## src/rtl/core_pkg.sv

```systemverilog
// Shared fetch-path types and constants.
// Build option: FETCH_PREFETCH_EN adds next-line prefetch (PFREQ/PFWAIT states + one-entry buffer).
package core_pkg;

  localparam int unsigned PC_W   = 20;
  localparam int unsigned DATA_W = 32;

  // All-zero word decodes as an unknown instruction in the core.
  localparam logic [DATA_W-1:0] ILLEGAL_INSTR = 32'h0000_0000;

`ifdef FETCH_PREFETCH_EN
  typedef enum logic [2:0] {
    IDLE, REQ, WAIT, DONE, PFREQ, PFWAIT
  } fetch_state_t;
`else
  typedef enum logic [2:0] {
    IDLE, REQ, WAIT, DONE
  } fetch_state_t;
`endif

  // True when the byte address is word aligned.
  function automatic logic is_aligned(input logic [PC_W-1:0] pc);
    return (pc[1:0] == 2'b00);
  endfunction

endpackage

```

## src/rtl/fetch_unit_if.sv

```systemverilog
// Core-side fetch handshake plus instruction-memory request/return bus.
interface fetch_unit_if;
  import core_pkg::*;

  logic [PC_W-1:0]   pc_fetch;
  logic              fetch_enable;
  logic [DATA_W-1:0] instr_fetch;
  logic              fetch_valid;
  logic              fetch_misaligned;
  logic              imem_req;
  logic [PC_W-1:0]   imem_addr;
  logic              imem_gnt;
  logic              imem_rvalid;
  logic [DATA_W-1:0] imem_rdata;

  // Fetch unit side.
  modport slave (
    input  pc_fetch, fetch_enable, imem_gnt, imem_rvalid, imem_rdata,
    output instr_fetch, fetch_valid, fetch_misaligned, imem_req, imem_addr
  );

  // Core / memory side (environment).
  modport master (
    output pc_fetch, fetch_enable, imem_gnt, imem_rvalid, imem_rdata,
    input  instr_fetch, fetch_valid, fetch_misaligned, imem_req, imem_addr
  );
endinterface

```

## src/rtl/fetch_prefetch_buf.sv

```systemverilog
// One-entry next-line prefetch buffer: address, data, valid.
module fetch_prefetch_buf
  import core_pkg::*;
(
  input  logic              CLK,
  input  logic              resetn,
  input  logic              wr_en,
  input  logic [PC_W-1:0]   wr_addr,
  input  logic [DATA_W-1:0] wr_data,
  input  logic              inv,
  input  logic [PC_W-1:0]   lookup_addr,
  output logic              hit_c,
  output logic [DATA_W-1:0] data
);

  logic            vld_q;
  logic [PC_W-1:0] addr_q;

  // Entry storage; invalidate wins over a same-cycle write.
  always_ff @(posedge CLK or negedge resetn) begin
    if (!resetn) begin
      vld_q  <= 1'b0;
      addr_q <= '0;
      data   <= '0;
    end else if (inv) begin
      vld_q <= 1'b0;
    end else if (wr_en) begin
      vld_q  <= 1'b1;
      addr_q <= wr_addr;
      data   <= wr_data;
    end
  end

  assign hit_c = vld_q && (addr_q == lookup_addr);

endmodule

```

## src/rtl/fetch_unit.sv

```systemverilog
// Instruction fetch unit: one outstanding imem request, misalignment detection.
// Build option: FETCH_PREFETCH_EN enables next-line prefetch into fetch_prefetch_buf.
module fetch_unit
  import core_pkg::*;
(
  input  logic         CLK,
  input  logic         resetn,
  fetch_unit_if.slave  bus
);

  fetch_state_t      state_q, state_d;
  logic [DATA_W-1:0] instr_q, instr_d;
  logic              valid_q, valid_d;
  logic              mis_q, mis_d;
  logic              req_q, req_d;
  logic [PC_W-1:0]   addr_q, addr_d;

`ifdef FETCH_PREFETCH_EN
  logic              pend_q, pend_d;
  logic [PC_W-1:0]   pend_pc_q, pend_pc_d;
  logic              buf_wr, buf_inv, buf_hit_c;
  logic [DATA_W-1:0] buf_data;
  logic              take_c, pend_any_c;
  logic [PC_W-1:0]   pend_pc_c;

  // An accept during a prefetch is latched once; it also counts in the return cycle.
  assign take_c     = bus.fetch_enable && !pend_q;
  assign pend_any_c = pend_q || take_c;
  assign pend_pc_c  = pend_q ? pend_pc_q : bus.pc_fetch;

  fetch_prefetch_buf u_pf_buf (
    .CLK         (CLK),
    .resetn      (resetn),
    .wr_en       (buf_wr),
    .wr_addr     (addr_q),
    .wr_data     (bus.imem_rdata),
    .inv         (buf_inv),
    .lookup_addr (bus.pc_fetch),
    .hit_c       (buf_hit_c),
    .data        (buf_data)
  );
`endif

  // State and registered outputs.
  always_ff @(posedge CLK or negedge resetn) begin
    if (!resetn) begin
      state_q <= IDLE;
      instr_q <= '0;
      valid_q <= 1'b0;
      mis_q   <= 1'b0;
      req_q   <= 1'b0;
      addr_q  <= '0;
`ifdef FETCH_PREFETCH_EN
      pend_q    <= 1'b0;
      pend_pc_q <= '0;
`endif
    end else begin
      state_q <= state_d;
      instr_q <= instr_d;
      valid_q <= valid_d;
      mis_q   <= mis_d;
      req_q   <= req_d;
      addr_q  <= addr_d;
`ifdef FETCH_PREFETCH_EN
      pend_q    <= pend_d;
      pend_pc_q <= pend_pc_d;
`endif
    end
  end

  // Next-state and next-output logic.
  always_comb begin
    state_d = state_q;
    instr_d = instr_q;
    valid_d = valid_q;
    mis_d   = mis_q;
    req_d   = req_q;
    addr_d  = addr_q;
`ifdef FETCH_PREFETCH_EN
    pend_d    = pend_q;
    pend_pc_d = pend_pc_q;
    buf_wr    = 1'b0;
    buf_inv   = 1'b0;
`endif
    case (state_q)
      IDLE, DONE: begin
        if (bus.fetch_enable) begin
          if (!is_aligned(bus.pc_fetch)) begin
            instr_d = ILLEGAL_INSTR;
            valid_d = 1'b1;
            mis_d   = 1'b1;
            state_d = DONE;
`ifdef FETCH_PREFETCH_EN
            buf_inv = 1'b1;
`endif
          end
`ifdef FETCH_PREFETCH_EN
          else if (buf_hit_c) begin
            instr_d = buf_data;
            valid_d = 1'b1;
            mis_d   = 1'b0;
            req_d   = 1'b1;
            addr_d  = bus.pc_fetch + PC_W'(4);
            buf_inv = 1'b1;
            state_d = PFREQ;
          end
`endif
          else begin
            valid_d = 1'b0;
            mis_d   = 1'b0;
            req_d   = 1'b1;
            addr_d  = bus.pc_fetch;
            state_d = REQ;
`ifdef FETCH_PREFETCH_EN
            buf_inv = 1'b1;
`endif
          end
        end
      end
      REQ: begin
        // A return seen here belongs to no request and is dropped.
        if (bus.imem_gnt) begin
          req_d   = 1'b0;
          state_d = WAIT;
        end
      end
      WAIT: begin
        if (bus.imem_rvalid) begin
          instr_d = bus.imem_rdata;
          valid_d = 1'b1;
          mis_d   = 1'b0;
`ifdef FETCH_PREFETCH_EN
          req_d   = 1'b1;
          addr_d  = addr_q + PC_W'(4);
          state_d = PFREQ;
`else
          state_d = DONE;
`endif
        end
      end
`ifdef FETCH_PREFETCH_EN
      PFREQ: begin
        if (take_c) begin
          pend_d    = 1'b1;
          pend_pc_d = bus.pc_fetch;
          valid_d   = 1'b0;
          mis_d     = 1'b0;
        end
        if (bus.imem_gnt) begin
          req_d   = 1'b0;
          state_d = PFWAIT;
        end
      end
      PFWAIT: begin
        if (take_c) begin
          pend_d    = 1'b1;
          pend_pc_d = bus.pc_fetch;
          valid_d   = 1'b0;
          mis_d     = 1'b0;
        end
        if (bus.imem_rvalid) begin
          if (!pend_any_c) begin
            buf_wr  = 1'b1;
            state_d = DONE;
          end else begin
            pend_d  = 1'b0;
            buf_inv = 1'b1;
            if (!is_aligned(pend_pc_c)) begin
              instr_d = ILLEGAL_INSTR;
              valid_d = 1'b1;
              mis_d   = 1'b1;
              state_d = DONE;
            end else if (pend_pc_c == addr_q) begin
              instr_d = bus.imem_rdata;
              valid_d = 1'b1;
              mis_d   = 1'b0;
              req_d   = 1'b1;
              addr_d  = pend_pc_c + PC_W'(4);
              state_d = PFREQ;
            end else begin
              valid_d = 1'b0;
              mis_d   = 1'b0;
              req_d   = 1'b1;
              addr_d  = pend_pc_c;
              state_d = REQ;
            end
          end
        end
      end
`endif
      default: state_d = IDLE;
    endcase
  end

  assign bus.instr_fetch      = instr_q;
  assign bus.fetch_valid      = valid_q;
  assign bus.fetch_misaligned = mis_q;
  assign bus.imem_req         = req_q;
  assign bus.imem_addr        = addr_q;

endmodule

```

## src/flat_wrapper.sv

```systemverilog
// flat-port wrapper written by rule: the top's interface ports become plain ports
module fetch_unit_flat import core_pkg::*;
  (CLK, resetn, bus_pc_fetch, bus_fetch_enable, bus_imem_gnt, bus_imem_rvalid, bus_imem_rdata, bus_instr_fetch, bus_fetch_valid, bus_fetch_misaligned, bus_imem_req, bus_imem_addr);
  fetch_unit_if bus_i ();
  input  logic CLK;
  input  logic resetn;
  input wire logic [$bits(bus_i.pc_fetch)-1:0] bus_pc_fetch;
  input wire logic [$bits(bus_i.fetch_enable)-1:0] bus_fetch_enable;
  input wire logic [$bits(bus_i.imem_gnt)-1:0] bus_imem_gnt;
  input wire logic [$bits(bus_i.imem_rvalid)-1:0] bus_imem_rvalid;
  input wire logic [$bits(bus_i.imem_rdata)-1:0] bus_imem_rdata;
  output wire logic [$bits(bus_i.instr_fetch)-1:0] bus_instr_fetch;
  output wire logic [$bits(bus_i.fetch_valid)-1:0] bus_fetch_valid;
  output wire logic [$bits(bus_i.fetch_misaligned)-1:0] bus_fetch_misaligned;
  output wire logic [$bits(bus_i.imem_req)-1:0] bus_imem_req;
  output wire logic [$bits(bus_i.imem_addr)-1:0] bus_imem_addr;
  assign bus_i.pc_fetch = bus_pc_fetch;
  assign bus_i.fetch_enable = bus_fetch_enable;
  assign bus_i.imem_gnt = bus_imem_gnt;
  assign bus_i.imem_rvalid = bus_imem_rvalid;
  assign bus_i.imem_rdata = bus_imem_rdata;
  assign bus_instr_fetch = bus_i.instr_fetch;
  assign bus_fetch_valid = bus_i.fetch_valid;
  assign bus_fetch_misaligned = bus_i.fetch_misaligned;
  assign bus_imem_req = bus_i.imem_req;
  assign bus_imem_addr = bus_i.imem_addr;
  fetch_unit u_core (.CLK(CLK), .resetn(resetn), .bus(bus_i));
endmodule
```

## config.mk

```make
export PLATFORM = sky130hd
export DESIGN_NAME = fetch_unit_flat
export DESIGN_NICKNAME = d
export VERILOG_FILES = /design/src/rtl/core_pkg.sv /design/src/rtl/fetch_unit_if.sv /design/src/rtl/fetch_prefetch_buf.sv /design/src/rtl/fetch_unit.sv /design/src/flat_wrapper.sv
export SDC_FILE = /design/constraint.sdc
export NUM_CORES = 1
export LEC_CHECK = 0
export CORE_MARGIN = 4
export CORE_UTILIZATION = 41
export CTS_CLUSTER_DIAMETER = 30
export CTS_CLUSTER_SIZE = 25
export DETAILED_ROUTE_END_ITERATION = 10
export GPL_ROUTABILITY_DRIVEN = 0
export PLACE_DENSITY = 0.8
export SLEW_MARGIN = 5
export SYNTH_ARGS = -nofsm -noshare
export SYNTH_HDL_FRONTEND = slang
export SYNTH_HIERARCHICAL = 1
export SYNTH_SLANG_ARGS = --single-unit
```

## constraint.sdc

```tcl
create_clock -name CLK -period 2.3 [get_ports CLK]
set_input_delay 0.345 -clock CLK [delete_from_list [all_inputs] [get_ports CLK]]
set_output_delay 0.345 -clock CLK [all_outputs]
set_load 0.005 [all_outputs]
```

==> summary.txt <==
Status
  • Status: finished clean

Critical path
  • Crit path cell chain: inv_1 > ha_1 > mux2_4 > a21bo_4 > o2bb2ai_1
  • Beginning of the critical path: u_core/state_q[0]
  • Reg2Reg Launch Point: u_core/state_q[0]
  • Worst Path Class, Setup: flop to flop
  • Crit end category: flop
  • CP max stage delay: 0.46 ns
  • Data arrival time of the worst path: 2.26 ns
  • Worst EP required: 2.53 ns
  • Critical Path Source Type: flop
  • Reg-to-Reg End: u_core/bus.instr_fetch[7]
  • Reg2reg setup slack: 0.28 ns
  • Critical path's slowest cell: a21bo_4
  • Worst Reg-to-Reg Cells: 5
  • Max FO, Critical Path: 32

Final layout
  • Fin cells: 377
  • FILL cells: 456
  • # nets final: 361
  • Layout area overhead: 55.6%
  • Layout cells sized above 1: 14.8%
  • Ant. Diodes: 0

Clocking
  • Clock Path Buffers: 2
  • Clock Sinks: 57
  • Skew-Pair Late Insertion Delay: 0.32 ns
  • CTS H-Tree Depth: 3
  • Clk slew on worst S/H paths: 0.06 ns
  • TritonCTS buffer count: 9
  • CTS resizes: 0
  • Setup Buffers After CTS: 0
  • # hold bufs at CTS: 0
  • CTS tree: built
  • Root Driver: clkbuf_8

Floorplanning
  • Num ports: 112
  • Total die area: 7190 µm²
  • Die Wd: 84.8 µm
  • Row Count: 27
  • Core area: 5610 µm²
  • Die Y: 84.8 µm
  • Starting Density: 43.1%

Detailed routing
  • Met3 WL: 484 µm
  • M1 WL: 2740 µm
  • DRT iter0 DRCs: 118
  • Detailed-route via count: 1946
  • Vias per cell: 5.16
  • DR top layer: met4
  • WL final: 6470 µm
  • Routed len/inst: 17.2 µm
  • Drt first pass iters: 4
  • Final ANT Viol Nets: 0
  • Routed wl met2: 3150 µm
  • # DRC: 0

Place
  • Input/output buffers: 111
  • Detailed Place HPWL: 4640 µm
  • Setup Slack @ Placement: 0.288 ns
  • Cell Count Post-Placement: 361

Yosys
  • Fraction of registers with async set/reset: 100%
  • Area leader, netlist: dfrtp_1
  • Post-Synthesis Cells: 188
  • FF+latch count, synth: 57
  • Top cell type's share of synthesized area: 59.0%
  • Top cells by count, synth: 57 x dfrtp_1, 32 x nand3_1, 32 x o2bb2ai_1
  • Syn. warnings: 6
  • Mean Syn Cell Area: 12.9 µm²
  • Top cells by area, synth: dfrtp_1 59%, o2bb2ai_1 12%, mux2_2 9.3%
  • Post-synthesis sequential area ratio: 59.0%
  • Main synth FF type: dfrtp_1
  • Cell variety after synth: 25
  • EDFF count, synth: 0
  • Post-Synthesis Cell Area: 2420 µm²
  • Most numerous cell in the Yosys netlist: dfrtp_1
  • Syn nets: 249

Power and ir drop
  • LEAKAGE: 1.56 nW
  • Overall Power: 4.72 mW
  • P per Cell Area: 1250 nW/µm²
  • Worst vdd ir: 683 µV

Global routing
  • Initial antenna violation count: 0
  • Total GRT Usage: 18.8%
  • First-pass GRT wire length: 10600 µm
  • Grt ovf: 0
  • Vias in the first global route: 2089
  • Largest net degree at the start of global routing: 33

STA
  • Max-slew violation count: 0
  • Clock Skew: 0.00572 ns
  • Achievable clock frequency: 0.494 GHz
  • Setup violations, final: 0
  • Hold Vio Cnt, Final: 0
  • Worst Tran Pin Value: 0.636 ns
  • Tmin final: 2.02 ns
  • Slew margin rel.: 57.6%
  • Setup tns final: 0 ns
  • PnR worst setup slack: 0.276 ns
  • RSZ-0062 raised after global routing: false
  • Final worst path period share: 88.0%

Hold path
  • HP Class: input pin to async pin

Run
  • Reported max-cap violation count: 0
==> worst max path at each step <==
| stage | endpoint | slack [ns] | depth (start not counted) |
|---|---|---|---|
| finish | u_core/bus.instr_fetch[7] | 0.28 | 5 |
| global route | u_core/bus.instr_fetch[26] | 0.16 | 5 |
| CTS | u_core/bus.instr_fetch[16] | 0.28 | 5 |
| detailed placement | u_core/bus.instr_fetch[7] | 0.29 | 5 |
| global placement | u_core/bus.imem_addr[8] | 0.33 | 4 |
| floorplan | u_core/state_q[1] | 0.55 | 5 |
==> worst max-delay path, delay by kind of cell, from the launching register on <==
kind,cells,cell delay (ns)
AO/OA/AOI/OAI,2,0.65
multiplexers,1,0.40
adder cells (fa/ha/maj),1,0.41
flip-flops,1,0.37
buffers and inverters,1,0.09
==> layout make-up <==
class | count | area [µm²] | area share [%]
inverter | 6 | 22.5 | 0.599
clock buffer | 13 | 149 | 3.96
timing repair buffer | 118 | 1170 | 31.1
multi-input combinational | 108 | 861 | 22.9
clock inverter | 3 | 40.0 | 1.06
tap | 72 | 90.1 | 2.40
sequential | 57 | 1430 | 37.9
==> report_power, final <==
part | total, mW | internal, mW | switching, mW | leakage, nW
registers | 1.65 | 1.42 | 0.229 | 0.730
clock network | 0.894 | 0.527 | 0.366 | 0.0974
logic | 2.18 | 1.23 | 0.943 | 0.727
total | 4.72 | 3.18 | 1.54 | 1.56
==> metal layers <==
| layer | up-vias | GRT usage, % |
|---|---|---|
| met5 | - | 0 |
| met4 | 0 | 7.34 |
| met3 | 12 | 6.58 |
| met2 | 71 | 30.7 |
| met1 | 949 | 22.7 |
| li1 | 914 | - |
==> logic make-up after synthesis <==
family	share of synthesized area, %
flops	59.0
simple gates	9.06
compound gates	14.1
buf+inv	5.33
mux	10.4
fa+ha+maj	2.07
==> per-stage QoR <==
step / utilization [%] / area, µm² / hold WS (ns)
2_1_floorplan: - / 2420 / 0.0494
3_5_place_dp: 63.7 / 3570 / 0.406
4_1_cts: 67.0 / 3760 / 0.0484
3_3_place_gp: 63.7 / 3570 / 0.403
6_report: 67.0 / 3760 / 0.0345
5_1_grt: 67.0 / 3760 / 0.0725
==> sequential cells by signal, indices dropped and copies added, names as in the netlist <==
register,flops
u_core/bus.instr_fetch,32
u_core/bus.imem_addr,20
u_core/state_q,2
u_core/bus.fetch_misaligned,1
u_core/bus.fetch_valid,1
u_core/bus.imem_req,1
==> layout by cell type (no fill, tap or decap), drive strengths merged <==
cell	n
clkdlybuf4s50	110
dfrtp	57
nand3	32
o2bb2ai	32
mux2	21
clkbuf	13
buf	8
inv	6
nor2	4
ha	4
clkinv	2
nor2b	2
o22ai	2
a21oi	2
bufinv	1
o21ai	1
a21bo	1
and2	1
and4bb	1
a222oi	1
mux2i	1
nand2	1
or3b	1
a21boi	1
Note: power is estimated with default switching activity, not from simulation.
